===== src/rtl/mem_arbiter.sv =====
// rtl/mem_arbiter.sv - two-port (fetch/data) arbiter onto a single acked shared bus
module mem_arbiter #(
    parameter int unsigned TIMEOUT_CYCLES = 255
) (
    input  logic        clk,
    input  logic        rst,
    input  logic        if_ce_i,
    input  logic [31:0] if_addr_i,
    output logic [31:0] if_data_o,
    output logic        if_stallreq_o,
    input  logic        mem_ce_i,
    input  logic        mem_we_i,
    input  logic [3:0]  mem_sel_i,
    input  logic [31:0] mem_addr_i,
    input  logic [31:0] mem_data_i,
    output logic [31:0] mem_data_o,
    output logic        mem_stallreq_o,
    output logic        bus_req_o,
    output logic        bus_we_o,
    output logic [3:0]  bus_sel_o,
    output logic [31:0] bus_addr_o,
    output logic [31:0] bus_data_o,
    input  logic [31:0] bus_data_i,
    input  logic        bus_ack_i,
    output logic        bus_err_o
);

    typedef enum logic [2:0] {
        ST_IDLE,
        ST_IF_BUSY,
        ST_MEM_BUSY,
        ST_IF_DONE,
        ST_MEM_DONE
    } state_e;

    // Abort fires on the BUSY cycle whose increment would make the count equal the limit.
    localparam logic [8:0] TMO_LIMIT = 9'(TIMEOUT_CYCLES);
    localparam bit         TMO_EN    = (TIMEOUT_CYCLES != 0);

    state_e      state_q, state_d;
    logic        bus_req_q, bus_req_d;
    logic        bus_we_q, bus_we_d;
    logic [3:0]  bus_sel_q, bus_sel_d;
    logic [31:0] bus_addr_q, bus_addr_d;
    logic [31:0] bus_data_q, bus_data_d;
    logic        bus_err_q, bus_err_d;
    logic [31:0] if_data_q, if_data_d;
    logic [31:0] mem_data_q, mem_data_d;
    logic [7:0]  tmo_cnt_q, tmo_cnt_d;
    logic        flush_q, flush_d;

    logic        is_if_busy;
    logic        req_ce;
    logic        flushed;
    logic        timeout_hit;

    // Next-state, bus command latching, completion/abort handling.
    always_comb begin
        state_d    = state_q;
        bus_req_d  = bus_req_q;
        bus_we_d   = bus_we_q;
        bus_sel_d  = bus_sel_q;
        bus_addr_d = bus_addr_q;
        bus_data_d = bus_data_q;
        bus_err_d  = 1'b0;
        if_data_d  = if_data_q;
        mem_data_d = mem_data_q;
        tmo_cnt_d  = tmo_cnt_q;
        flush_d    = flush_q;

        is_if_busy  = (state_q == ST_IF_BUSY);
        req_ce      = is_if_busy ? if_ce_i : mem_ce_i;
        // Once the owner lets go of its request the result is no longer wanted,
        // even if it reasserts before the bus finishes.
        flushed     = flush_q | ~req_ce;
        timeout_hit = TMO_EN && (({1'b0, tmo_cnt_q} + 9'd1) == TMO_LIMIT);

        case (state_q)
            ST_IDLE: begin
                if (mem_ce_i) begin
                    state_d    = ST_MEM_BUSY;
                    bus_req_d  = 1'b1;
                    bus_we_d   = mem_we_i;
                    bus_sel_d  = mem_sel_i;
                    bus_addr_d = mem_addr_i;
                    bus_data_d = mem_data_i;
                    tmo_cnt_d  = 8'd0;
                    flush_d    = 1'b0;
                end else if (if_ce_i) begin
                    state_d    = ST_IF_BUSY;
                    bus_req_d  = 1'b1;
                    bus_we_d   = 1'b0;
                    bus_sel_d  = 4'b1111;
                    bus_addr_d = if_addr_i;
                    bus_data_d = 32'd0;
                    tmo_cnt_d  = 8'd0;
                    flush_d    = 1'b0;
                end
            end
            ST_IF_BUSY, ST_MEM_BUSY: begin
                flush_d = flushed;
                if (bus_ack_i) begin
                    bus_req_d = 1'b0;
                    tmo_cnt_d = 8'd0;
                    if (flushed) begin
                        state_d = ST_IDLE;
                    end else if (is_if_busy) begin
                        if_data_d = bus_data_i;
                        state_d   = ST_IF_DONE;
                    end else begin
                        if (!bus_we_q) begin
                            mem_data_d = bus_data_i;
                        end
                        state_d = ST_MEM_DONE;
                    end
                end else if (timeout_hit) begin
                    bus_req_d = 1'b0;
                    bus_err_d = 1'b1;
                    tmo_cnt_d = 8'd0;
                    if (flushed) begin
                        state_d = ST_IDLE;
                    end else if (is_if_busy) begin
                        if_data_d = 32'd0;
                        state_d   = ST_IF_DONE;
                    end else begin
                        if (!bus_we_q) begin
                            mem_data_d = 32'd0;
                        end
                        state_d = ST_MEM_DONE;
                    end
                end else begin
                    tmo_cnt_d = tmo_cnt_q + 8'd1;
                end
            end
            ST_IF_DONE, ST_MEM_DONE: begin
                state_d = ST_IDLE;
            end
            default: begin
                state_d = ST_IDLE;
            end
        endcase
    end

    // State and output registers with synchronous reset.
    always_ff @(posedge clk) begin
        if (rst) begin
            state_q    <= ST_IDLE;
            bus_req_q  <= 1'b0;
            bus_we_q   <= 1'b0;
            bus_sel_q  <= 4'd0;
            bus_addr_q <= 32'd0;
            bus_data_q <= 32'd0;
            bus_err_q  <= 1'b0;
            if_data_q  <= 32'd0;
            mem_data_q <= 32'd0;
            tmo_cnt_q  <= 8'd0;
            flush_q    <= 1'b0;
        end else begin
            state_q    <= state_d;
            bus_req_q  <= bus_req_d;
            bus_we_q   <= bus_we_d;
            bus_sel_q  <= bus_sel_d;
            bus_addr_q <= bus_addr_d;
            bus_data_q <= bus_data_d;
            bus_err_q  <= bus_err_d;
            if_data_q  <= if_data_d;
            mem_data_q <= mem_data_d;
            tmo_cnt_q  <= tmo_cnt_d;
            flush_q    <= flush_d;
        end
    end

    assign if_stallreq_o  = ~rst & if_ce_i  & (state_q != ST_IF_DONE);
    assign mem_stallreq_o = ~rst & mem_ce_i & (state_q != ST_MEM_DONE);

    assign if_data_o  = if_data_q;
    assign mem_data_o = mem_data_q;
    assign bus_req_o  = bus_req_q;
    assign bus_we_o   = bus_we_q;
    assign bus_sel_o  = bus_sel_q;
    assign bus_addr_o = bus_addr_q;
    assign bus_data_o = bus_data_q;
    assign bus_err_o  = bus_err_q;

endmodule


===== config.mk =====
export PLATFORM = sky130hd
export DESIGN_NAME = mem_arbiter
export DESIGN_NICKNAME = d
export VERILOG_FILES = /design/src/rtl/mem_arbiter.sv
export SDC_FILE = /design/constraint.sdc
export NUM_CORES = 1
export LEC_CHECK = 0
export ABC_AREA = 1
export CAP_MARGIN = 20
export CORE_MARGIN = 2
export CORE_UTILIZATION = 45
export DETAILED_ROUTE_END_ITERATION = 12
export HOLD_SLACK_MARGIN = 0.12
export PLACE_DENSITY = 0.85
export SYNTH_ARGS = -nofsm -noshare
export SYNTH_HDL_FRONTEND = slang
export SYNTH_SLANG_ARGS = --single-unit

===== constraint.sdc =====
create_clock -name clk -period 4.3 [get_ports clk]
set_input_delay 0.645 -clock clk [delete_from_list [all_inputs] [get_ports clk]]
set_output_delay 0.645 -clock clk [all_outputs]
set_load 0.05 [all_outputs]

==> results_dict.tcl, run 1 <==
set metrics [dict create \
    synth_cell_types 29 \
    run_status "finished clean" \
    p_leak_uw 0.00388 \
    post_synth_instance_area_mm2 0.00613 \
    clock_tree.buffer_depth 2 \
    drc 0 \
    cp_common_cell "sky130_fd_sc_hd__clkdlybuf4s50_1" \
    fmax_mhz 327 \
    critPathMaxFanout 3 \
    final.hold.worst_slack_ps 442 \
    initialDrtViolationCount 423 \
    number_of_warning_messages_in_the_yosys_log 0 \
    vias_per_cell 4.86 \
    flow.area_growth_from_synthesis_pct 55.0 \
    root_buffer "sky130_fd_sc_hd__clkbuf_16" \
    worst_path_max_delay_cell "sky130_fd_sc_hd__clkdlybuf4s50_1" \
    max-slew-margin-rel 0.453 \
    type_of_the_worst_setup_path "input port to primary output" \
    grt_start_max_net_pins 79 \
    cts_hold_buffers 0 \
    worstSkewPairLatency_ps 410 \
    drt_pre_antenna_iters 7 \
    peakVddDrop_uv 401 \
    post_dr_wirelength_cell_um 14.0 \
    design.core.area_mm2 0.0133 \
    post_cts.resized_instances 0 \
    setup.worst_path.start_class "input port" \
    timing.final.hold_violations 0 \
    dp.final_hpwl_mm 12.5 \
    synth.most_common_cell "sky130_fd_sc_hd__nand2_1" \
    vias_after_detailed_routing 6381 \
    cts.reportedPaths.clkPinSlew_ps 60 \
    min_path_type "flip-flop to flip-flop" \
    cts_tree "done" \
    std_cell_rows 42 \
    multiInputGateArea_mm2 0.00261 \
    die_height_um 121 \
    syn-mean-instance-area_um2 7.00 \
    synth_area_leader_cell "sky130_fd_sc_hd__dfxtp_1" \
    finalInstanceArea_mm2 0.00951 \
    final.setup_skew_ps 7.79 \
    timing_max_transition_violations_final 0 \
    layout-drive-gt1-share 0.0519 \
    die_width_um 121 \
    antenna_found_initial 0 \
    grt_usage 0.251 \
    synthCells 876 \
    worst-path-buf-inv 3 \
    tritoncts_num_sinks 147 \
    detail-route-antenna-nets 0 \
    grt_first_pass_wirelength_mm 29.1 \
    report.final.setup_viol 0 \
    ys.flop_type "sky130_fd_sc_hd__dfxtp_1" \
    post-synth-top-area-fraction 0.480 \
    routed_wirelength_mm 18.3 \
    finalWorstPathRequiredPeriod_ps 3060 \
    worst_path_largest_cell_delay_ps 870 \
    worstPathArrival_ps 2410 \
    cts_htree_levels 4 \
    cts_post_setup_buffers_inserted 0 \
    worstPathRequired_ps 3650 \
    finalSetupTns_ps 0 \
    tightest_slew_ps 818 \
    power_density_mw_per_mm2 617 \
    timing.max_cap.violations 0 \
    synth_enable_flop_cells 0 \
    gpl.final_weighted_congestion 0.862 \
    post_synth_main_area_contributors "sky130_fd_sc_hd__dfxtp_1, sky130_fd_sc_hd__nand2_1, sky130_fd_sc_hd__a21oi_1, sky130_fd_sc_hd__inv_1, sky130_fd_sc_hd__o21ai_0" \
    place.port_buffers 274 \
    period_share 0.711 \
    async_reset_ff_frac 0 \
    area.sequential_mm2 0.00294 \
    num_antenna_cells 0 \
    grt_setup_unrepaired "false" \
    ys_seq_elements 147 \
    num-nets-final 1264 \
    synth_fp_nets 1016 \
    cp-end-kind "primary output" \
    boundaryPins 275 \
    floorplan.die_area_mm2 0.0146 \
    place_area_mm2 0.00890 \
    cpLargestDelayFamily "buffers and inverters" \
    number_of_global_route_vias_before_repair 6155 \
    floorplan.initialDensity 0.461 \
    num-fill-cells 1071 \
    grt.overflow.total 0 \
    synth_seq_area_share 0.480 \
    synth.top_cells.by_count "sky130_fd_sc_hd__nand2_1, sky130_fd_sc_hd__dfxtp_1, sky130_fd_sc_hd__a21oi_1, sky130_fd_sc_hd__inv_1, sky130_fd_sc_hd__o21ai_0" \
    cp_cell_sequence "clkdlybuf4s50_1 > inv_1 > a211oi_1 > clkdlybuf4s50_1" \
    clock_buffers_created_by_tritoncts 17 \
]
layout make-up:
class,count,share of cell area
clock inverters,12,0.0162
inverters,82,0.0324
repair buffers,283,0.296
clock buffers,20,0.0480
well taps,176,0.0232
multi-input cells,593,0.274
flip-flops and latches,147,0.310
state kept, by name, indices dropped and copies added, names as in the netlist:
name        cells
bus_data_o     32
mem_data_o     32
state_q         3
bus_err_o       1
bus_req_o       1
bus_sel_o       4
bus_addr_o     32
if_data_o      32
tmo_cnt_q       8
bus_we_o        1
flush_q         1
layer usage:
layer	track usage	part of all wire
met1	0.276	0.39
met2	0.443	0.49
met3	0.0972	0.091
met4	0.0858	0.025
met5	0	0
worst paths after layout:
path / start / end / slack [ps] / depth (start not counted)
max: if_ce_i / if_stallreq_o / 1240 / 4
min: bus_addr_o[0] / bus_addr_o[0] / 440 / 2
max reg2reg: state_q[2] / if_data_o[6] / 2140 / 7
min reg2reg: bus_addr_o[0] / bus_addr_o[0] / 440 / 2
metrics by stage:
step | cells | total power [uW] | util | setup slack, ps
after floorplan | 876 | 3510 | - | 1330
after global placement | 1281 | 4350 | 0.669 | 1270
after detailed placement | 1281 | 4380 | 0.669 | 1260
after CTS | 1313 | 5890 | 0.715 | 1240
after global routing | 1313 | 6140 | 0.715 | 1140
final | 1313 | 5860 | 0.715 | 1240
cells by family (layout without fill, tap and decap cells):
kind of cell,Yosys count,in the layout,share of synthesized area
AO/OA/AOI/OAI,190,190,0.160
XOR/XNOR,1,1,0.00143
AND/OR/NAND/NOR,399,399,0.256
buffers and inverters,136,397,0.0961
flip-flops,147,147,0.480
multiplexers,1,1,0.00163
adder cells (fa/ha/maj),2,2,0.00408
power breakdown:
group | internal [uW] | total (uW) | switching [uW] | leakage (uW)
clock network | 943 | 1510 | 562 | 0.000292
logic | 803 | 2510 | 1710 | 0.00239
registers | 1670 | 1850 | 179 | 0.00120
total | 3410 | 5860 | 2450 | 0.00388
placed cells by master (no fill, tap or decap), types with 3 or more instances in the layout:
cell type                         instances
sky130_fd_sc_hd__clkbuf_16               17
sky130_fd_sc_hd__nor2_1                  17
sky130_fd_sc_hd__dfxtp_1                147
sky130_fd_sc_hd__buf_4                   10
sky130_fd_sc_hd__clkinv_2                 3
sky130_fd_sc_hd__a21oi_1                139
sky130_fd_sc_hd__clkinvlp_4               3
sky130_fd_sc_hd__inv_1                   79
sky130_fd_sc_hd__o21ai_0                 40
sky130_fd_sc_hd__inv_2                    3
sky130_fd_sc_hd__nand2_2                  3
sky130_fd_sc_hd__nor2_2                   3
sky130_fd_sc_hd__nand3_1                  7
sky130_fd_sc_hd__clkdlybuf4s50_1        272
sky130_fd_sc_hd__o21bai_1                 5
sky130_fd_sc_hd__bufinv_16                3
sky130_fd_sc_hd__nand2_1                361
tightest hold or removal path, delay by kind of cell, from the launching register on:
| kind | cells | cell delay, ps |
|---|---|---|
| buffers and inverters | 1 | 40 |
| flip-flops | 1 | 300 |
| AO/OA/AOI/OAI | 1 | 50 |
(Power assumes the default switching activity.)
==> inputs of run 2 (changes only) <==
Settings changed: CORE_UTILIZATION 45 to 42, PLACE_DENSITY 0.85 to 0.8.
Clock period 4.3 ns to 3 ns, I/O delays scaled along.
==> run 2 against run 1 <==
Compared with the run above:
- design area barely moved
- first-iteration DRC count fell by 4.5%
- sequential cell count unchanged
- sequential power increased by 43%
- die area rose by 6.9%
- utilization shrank 5.6 points
- clock power is 38% higher
- via count down 1.9%
- count of clock-buffer cells in the layout shrank 1
- cell count is 0.76% higher
- critical path depth unchanged
==> results_dict.tcl, run 2 (synthesis results as in run 1) <==
set metrics [dict create \
    boundaryPins 275 \
    final.setup_skew_ps 10.0 \
    tritoncts_num_sinks 147 \
    grt_setup_unrepaired "false" \
    num-nets-final 1266 \
    layout.cells.most_common "sky130_fd_sc_hd__nand2_1" \
    num-fill-cells 1259 \
    min_delay_path_depth 2 \
    clock_buffers_created_by_tritoncts 17 \
    die_height_um 125 \
    die_width_um 125 \
    vias_per_cell 4.73 \
    min_path_type "flip-flop to flip-flop" \
    place_inst 1291 \
    detail-route-antenna-nets 0 \
    critPathMaxFanout 6 \
    cp-end-kind "primary output" \
    place.port_buffers 274 \
    tightest_slew_ps 948 \
    rr_worst_depth 7 \
    post_cts.resized_instances 0 \
    type_of_the_worst_setup_path "input port to primary output" \
    post_dr_wirelength_cell_um 13.2 \
    run_status "finished clean" \
    floorplan.initialDensity 0.425 \
    timing.final.hold_violations 0 \
    grt_first_pass_wirelength_mm 28.5 \
    grt_usage 0.225 \
    p_leak_uw 0.00388 \
    timing.max_cap.violations 0 \
    std_cell_rows 44 \
    number_of_global_route_vias_before_repair 5767 \
    floorplan.die_area_mm2 0.0156 \
    cts_post_setup_buffers_inserted 0 \
    final.hold.worst_slack_ps 442 \
    preCtsSetupSlack_ps 638 \
    period_share 0.770 \
    gpl.final_weighted_congestion 0.862 \
    drc 0 \
    max-slew-margin-rel 0.368 \
    power_density_mw_per_mm2 873 \
    flow.area_growth_from_synthesis_pct 55.1 \
    routed_wirelength_mm 17.5 \
    cts_hold_buffers 0 \
    worstSkewPairLatency_ps 420 \
    peakVddDrop_uv 546 \
    layout.cells.non_filler 1323 \
    clock_tree.buffer_depth 2 \
    report.final.setup_viol 0 \
    num_antenna_cells 0 \
    layout_setup_ws_ps 691 \
    drt_pre_antenna_iters 5 \
    cts.reportedPaths.clkPinSlew_ps 60 \
    cts_tree "done" \
    layout-drive-gt1-share 0.0544 \
    finalPower_uw 8300 \
    grt.overflow.total 0 \
    finalSetupTns_ps 0 \
    cts_htree_levels 4 \
    fmax_mhz 433 \
    design.core.area_mm2 0.0144 \
    worstPathArrival_ps 1860 \
    initialDrtViolationCount 404 \
    dp.final_hpwl_mm 12.3 \
    setup.worst_path.start_class "input port" \
    finalWorstPathRequiredPeriod_ps 2310 \
    worstPathRequired_ps 2550 \
    root_buffer "sky130_fd_sc_hd__clkbuf_16" \
    grt_start_max_net_pins 107 \
    vias_after_detailed_routing 6262 \
    antenna_found_initial 0 \
    timing_max_transition_violations_final 0 \
    mostFrequentLayoutCells "sky130_fd_sc_hd__nand2_1, sky130_fd_sc_hd__clkdlybuf4s50_1, sky130_fd_sc_hd__dfxtp_1" \
]
## run 2: cell types whose count changed in the layout (fill, tap and decap cells not counted), sizes merged
cell / before / now
inv: 83 / 86
clkbuf: 20 / 19
clkdlybuf4s50: 272 / 271
clkinv: 5 / 4
buf: 11 / 14
bufinv: 3 / 2
## run 2: cell type report
class                      count  area [um2]  share of cell area
inverter                      82         308              0.0324
sequential                   147        2940               0.309
tap                          184         230              0.0242
clock buffer                  19         443              0.0466
timing repair buffer         285        2830               0.298
multi-input combinational    593        2610               0.274
clock inverter                13         148              0.0155
## run 2: path summary, 6_finish.rpt
| check | start | to | slack [ps] |
|---|---|---|---|
| worst max-delay path | mem_ce_i | mem_stallreq_o | 690 |
| worst min-delay path | bus_addr_o[20] | bus_addr_o[20] | 440 |
| worst max register to register | state_q[1] | bus_sel_o[3] | 1030 |
| worst min register to register | bus_addr_o[20] | bus_addr_o[20] | 440 |
## run 2: metrics by stage
stage / instance area [um2] / util
final: 9510 / 0.659
after global routing: 9510 / 0.659
after CTS: 9510 / 0.659
after detailed placement: 8920 / 0.618
after global placement: 8920 / 0.618
after floorplan: 6130 / -
## run 2: critical path, cell delays in order
cell and delay, ps:
sky130_fd_sc_hd__clkdlybuf4s50_1 610, sky130_fd_sc_hd__inv_1 190, sky130_fd_sc_hd__a211oi_1 410, sky130_fd_sc_hd__buf_12 190
## run 2: where the power goes
part	switching, uW	internal [uW]	total, uW
sequential	250	2390	2640
combinational	2420	1150	3570
clock	833	1260	2090
total	3500	4800	8300
## run 2: metal layers
| metal | vias up | share of wire | wire length (um) | track usage |
|---|---|---|---|---|
| met1 | 2766 | 0.42 | 7330 | 0.273 |
| met5 | - | 0 | 0 | 0 |
| li1 | 3232 | - | - | - |
| met4 | 0 | 0.027 | 481 | 0.101 |
| met2 | 235 | 0.47 | 8180 | 0.356 |
| met3 | 29 | 0.087 | 1520 | 0.0820 |
==> inputs of run 3 (changes only) <==
Settings changed: CORE_UTILIZATION 42 to 38, PLACE_DENSITY 0.8 to 0.76.
Clock period 3 ns to 2 ns, I/O delays scaled along.
==> run 3 against run 2 <==
Compared with the run above:
- register-to-register slack got worse by 810 ps
- sequential share of layout area down 0.64 points
- clock power increased by 54%
- cell count grew 3.0%
- worst setup slack worse by 600 ps
- die area grew 10%
- clock skew grew 3.6 ps
- critical endpoint is now mem_data_o[29]
==> results_dict.tcl, run 3 (synthesis results as in run 1) <==
set metrics [dict create \
    tritoncts_num_sinks 147 \
    cts.reportedPaths.clkPinSlew_ps 60 \
    worst_path_largest_cell_delay_ps 830 \
    number_of_global_route_vias_before_repair 5699 \
    floorplan.die_area_mm2 0.0172 \
    drt_pre_antenna_iters 7 \
    boundaryPins 275 \
    num-fill-cells 1438 \
    grt_first_pass_wirelength_mm 27.7 \
    cts_hold_buffers 0 \
    preCtsSetupSlack_ps 58.6 \
    finalInstanceArea_mm2 0.00972 \
    grt.overflow.total 0 \
    min_path_type "input port to flip-flop" \
    vias_after_detailed_routing 6288 \
    detail-route-antenna-nets 0 \
    type_of_the_worst_setup_path "flip-flop to primary output" \
    antenna_found_initial 0 \
    finalSetupTns_ps 0 \
    cp-end-kind "primary output" \
    grt_usage 0.206 \
    layout.cells.most_common "sky130_fd_sc_hd__nand2_1" \
    cp_cell_sequence "clkdlybuf4s50_1" \
    power_density_mw_per_mm2 1310 \
    peakVddDrop_uv 659 \
    dp.final_hpwl_mm 12.9 \
    num_antenna_cells 0 \
    cts_tree "done" \
    setup.worst_path.start_class "flip-flop" \
    clock_tree.buffer_depth 2 \
    timing.final.hold_violations 0 \
    flow.area_growth_from_synthesis_pct 58.5 \
    mostFrequentLayoutCells "sky130_fd_sc_hd__nand2_1, sky130_fd_sc_hd__clkdlybuf4s50_1, sky130_fd_sc_hd__dfxtp_1" \
    worst_path_max_delay_cell "sky130_fd_sc_hd__clkdlybuf4s50_1" \
    grt_setup_unrepaired "false" \
    finalPower_uw 12700 \
    place_area_mm2 0.00909 \
    layout-drive-gt1-share 0.0663 \
    worstPathArrival_ps 1610 \
    vias_per_cell 4.61 \
    gpl.final_weighted_congestion 0.831 \
    worst-path-buf-inv 1 \
    cts_htree_levels 4 \
    worstPathRequired_ps 1700 \
    worstSkewPairLatency_ps 430 \
    num-nets-final 1274 \
    layout.core_utilization 0.614 \
    root_buffer "sky130_fd_sc_hd__clkbuf_16" \
    finalWorstPathRequiredPeriod_ps 1910 \
    area.sequential_mm2 0.00295 \
    cpLargestDelayFamily "buffers and inverters" \
    timing.max_cap.violations 0 \
    clock_buffers_created_by_tritoncts 17 \
    grt_start_max_net_pins 69 \
    period_share 0.956 \
    max-slew-margin-rel 0.520 \
    multiInputGateArea_mm2 0.00265 \
    layout_setup_ws_ps 88.5 \
    initialDrtViolationCount 255 \
    tightest_slew_ps 720 \
    place.port_buffers 274 \
    std_cell_rows 46 \
    timing_max_transition_violations_final 0 \
    floorplan.initialDensity 0.387 \
    design.core.area_mm2 0.0158 \
    drc 0 \
    report.final.setup_viol 0 \
    cts_post_setup_buffers_inserted 0 \
    post_dr_wirelength_cell_um 13.1 \
    fmax_mhz 523 \
    die_height_um 131 \
    routed_wirelength_mm 17.8 \
    critPathMaxFanout 2 \
    final.setup_skew_ps 13.6 \
    p_leak_uw 0.00395 \
    die_width_um 131 \
    run_status "finished clean" \
]
[run 3: cell count changes in the layout (fill, tap and decap cells not counted), sizes merged]
cell,delta
buf,+9
clkbuf,+1
clkdlybuf4s50,-1
clkinv,-2
clkinvlp,-1
inv,+2
[run 3: path summary, 6_finish.rpt]
path	startpoint	slack, ps	endpoint	cells past startpoint
worst max-delay path	mem_data_o[29]	90	mem_data_o[29]	1
worst min register to register	bus_addr_o[7]	440	bus_addr_o[7]	2
worst max register to register	tmo_cnt_q[1]	220	if_data_o[31]	12
worst min-delay path	rst	130	bus_data_o[10]	2
[run 3: power by group]
| part | switching [uW] | internal [uW] |
|---|---|---|
| clock network | 1290 | 1930 |
| registers | 374 | 3590 |
| logic | 3680 | 1850 |
[run 3: cell type report]
cell class / count / share of cell area
timing repair buffer: 293 / 0.304
sequential: 147 / 0.303
multi-input combinational: 593 / 0.272
clock buffer: 20 / 0.0470
tap: 216 / 0.0278
clock inverter: 12 / 0.0145
inverter: 82 / 0.0317
[run 3: per-stage QoR]
stage | instances | hold slack, ps
2_1_floorplan | 876 | 443
3_3_place_gp | 1331 | 429
3_5_place_dp | 1331 | 434
4_1_cts | 1363 | 121
5_1_grt | 1363 | 122
6_report | 1363 | 133
[run 3: worst reg2reg max path, cell delays in order, from the launching register on]
cell and delay, ps:
sky130_fd_sc_hd__dfxtp_2 350, sky130_fd_sc_hd__ha_1 190, sky130_fd_sc_hd__nand2_1 90, sky130_fd_sc_hd__inv_1 80, sky130_fd_sc_hd__nand3_1 60, sky130_fd_sc_hd__nand2_1 80
sky130_fd_sc_hd__nand2_1 50, sky130_fd_sc_hd__nor2_1 130, sky130_fd_sc_hd__nand2_2 100, sky130_fd_sc_hd__nand2_4 130, sky130_fd_sc_hd__nand2_8 160, sky130_fd_sc_hd__nand2_1 130
sky130_fd_sc_hd__a21oi_1 70
[run 3: per-layer routing]
layer	wire length, um	vias up	GRT usage
met5	0	-	0
met4	454	0	0.0857
met3	1600	31	0.0778
met2	8160	212	0.332
met1	7620	2797	0.246
li1	-	3248	-
[run 3: repair_timing]
| item | 4_1_cts | 5_1_grt |
|---|---|---|
| hold endpoints to repair | 0 | 0 |
| setup endpoints to repair | 0 | 72 |
| resized for setup | 0 | 7 |
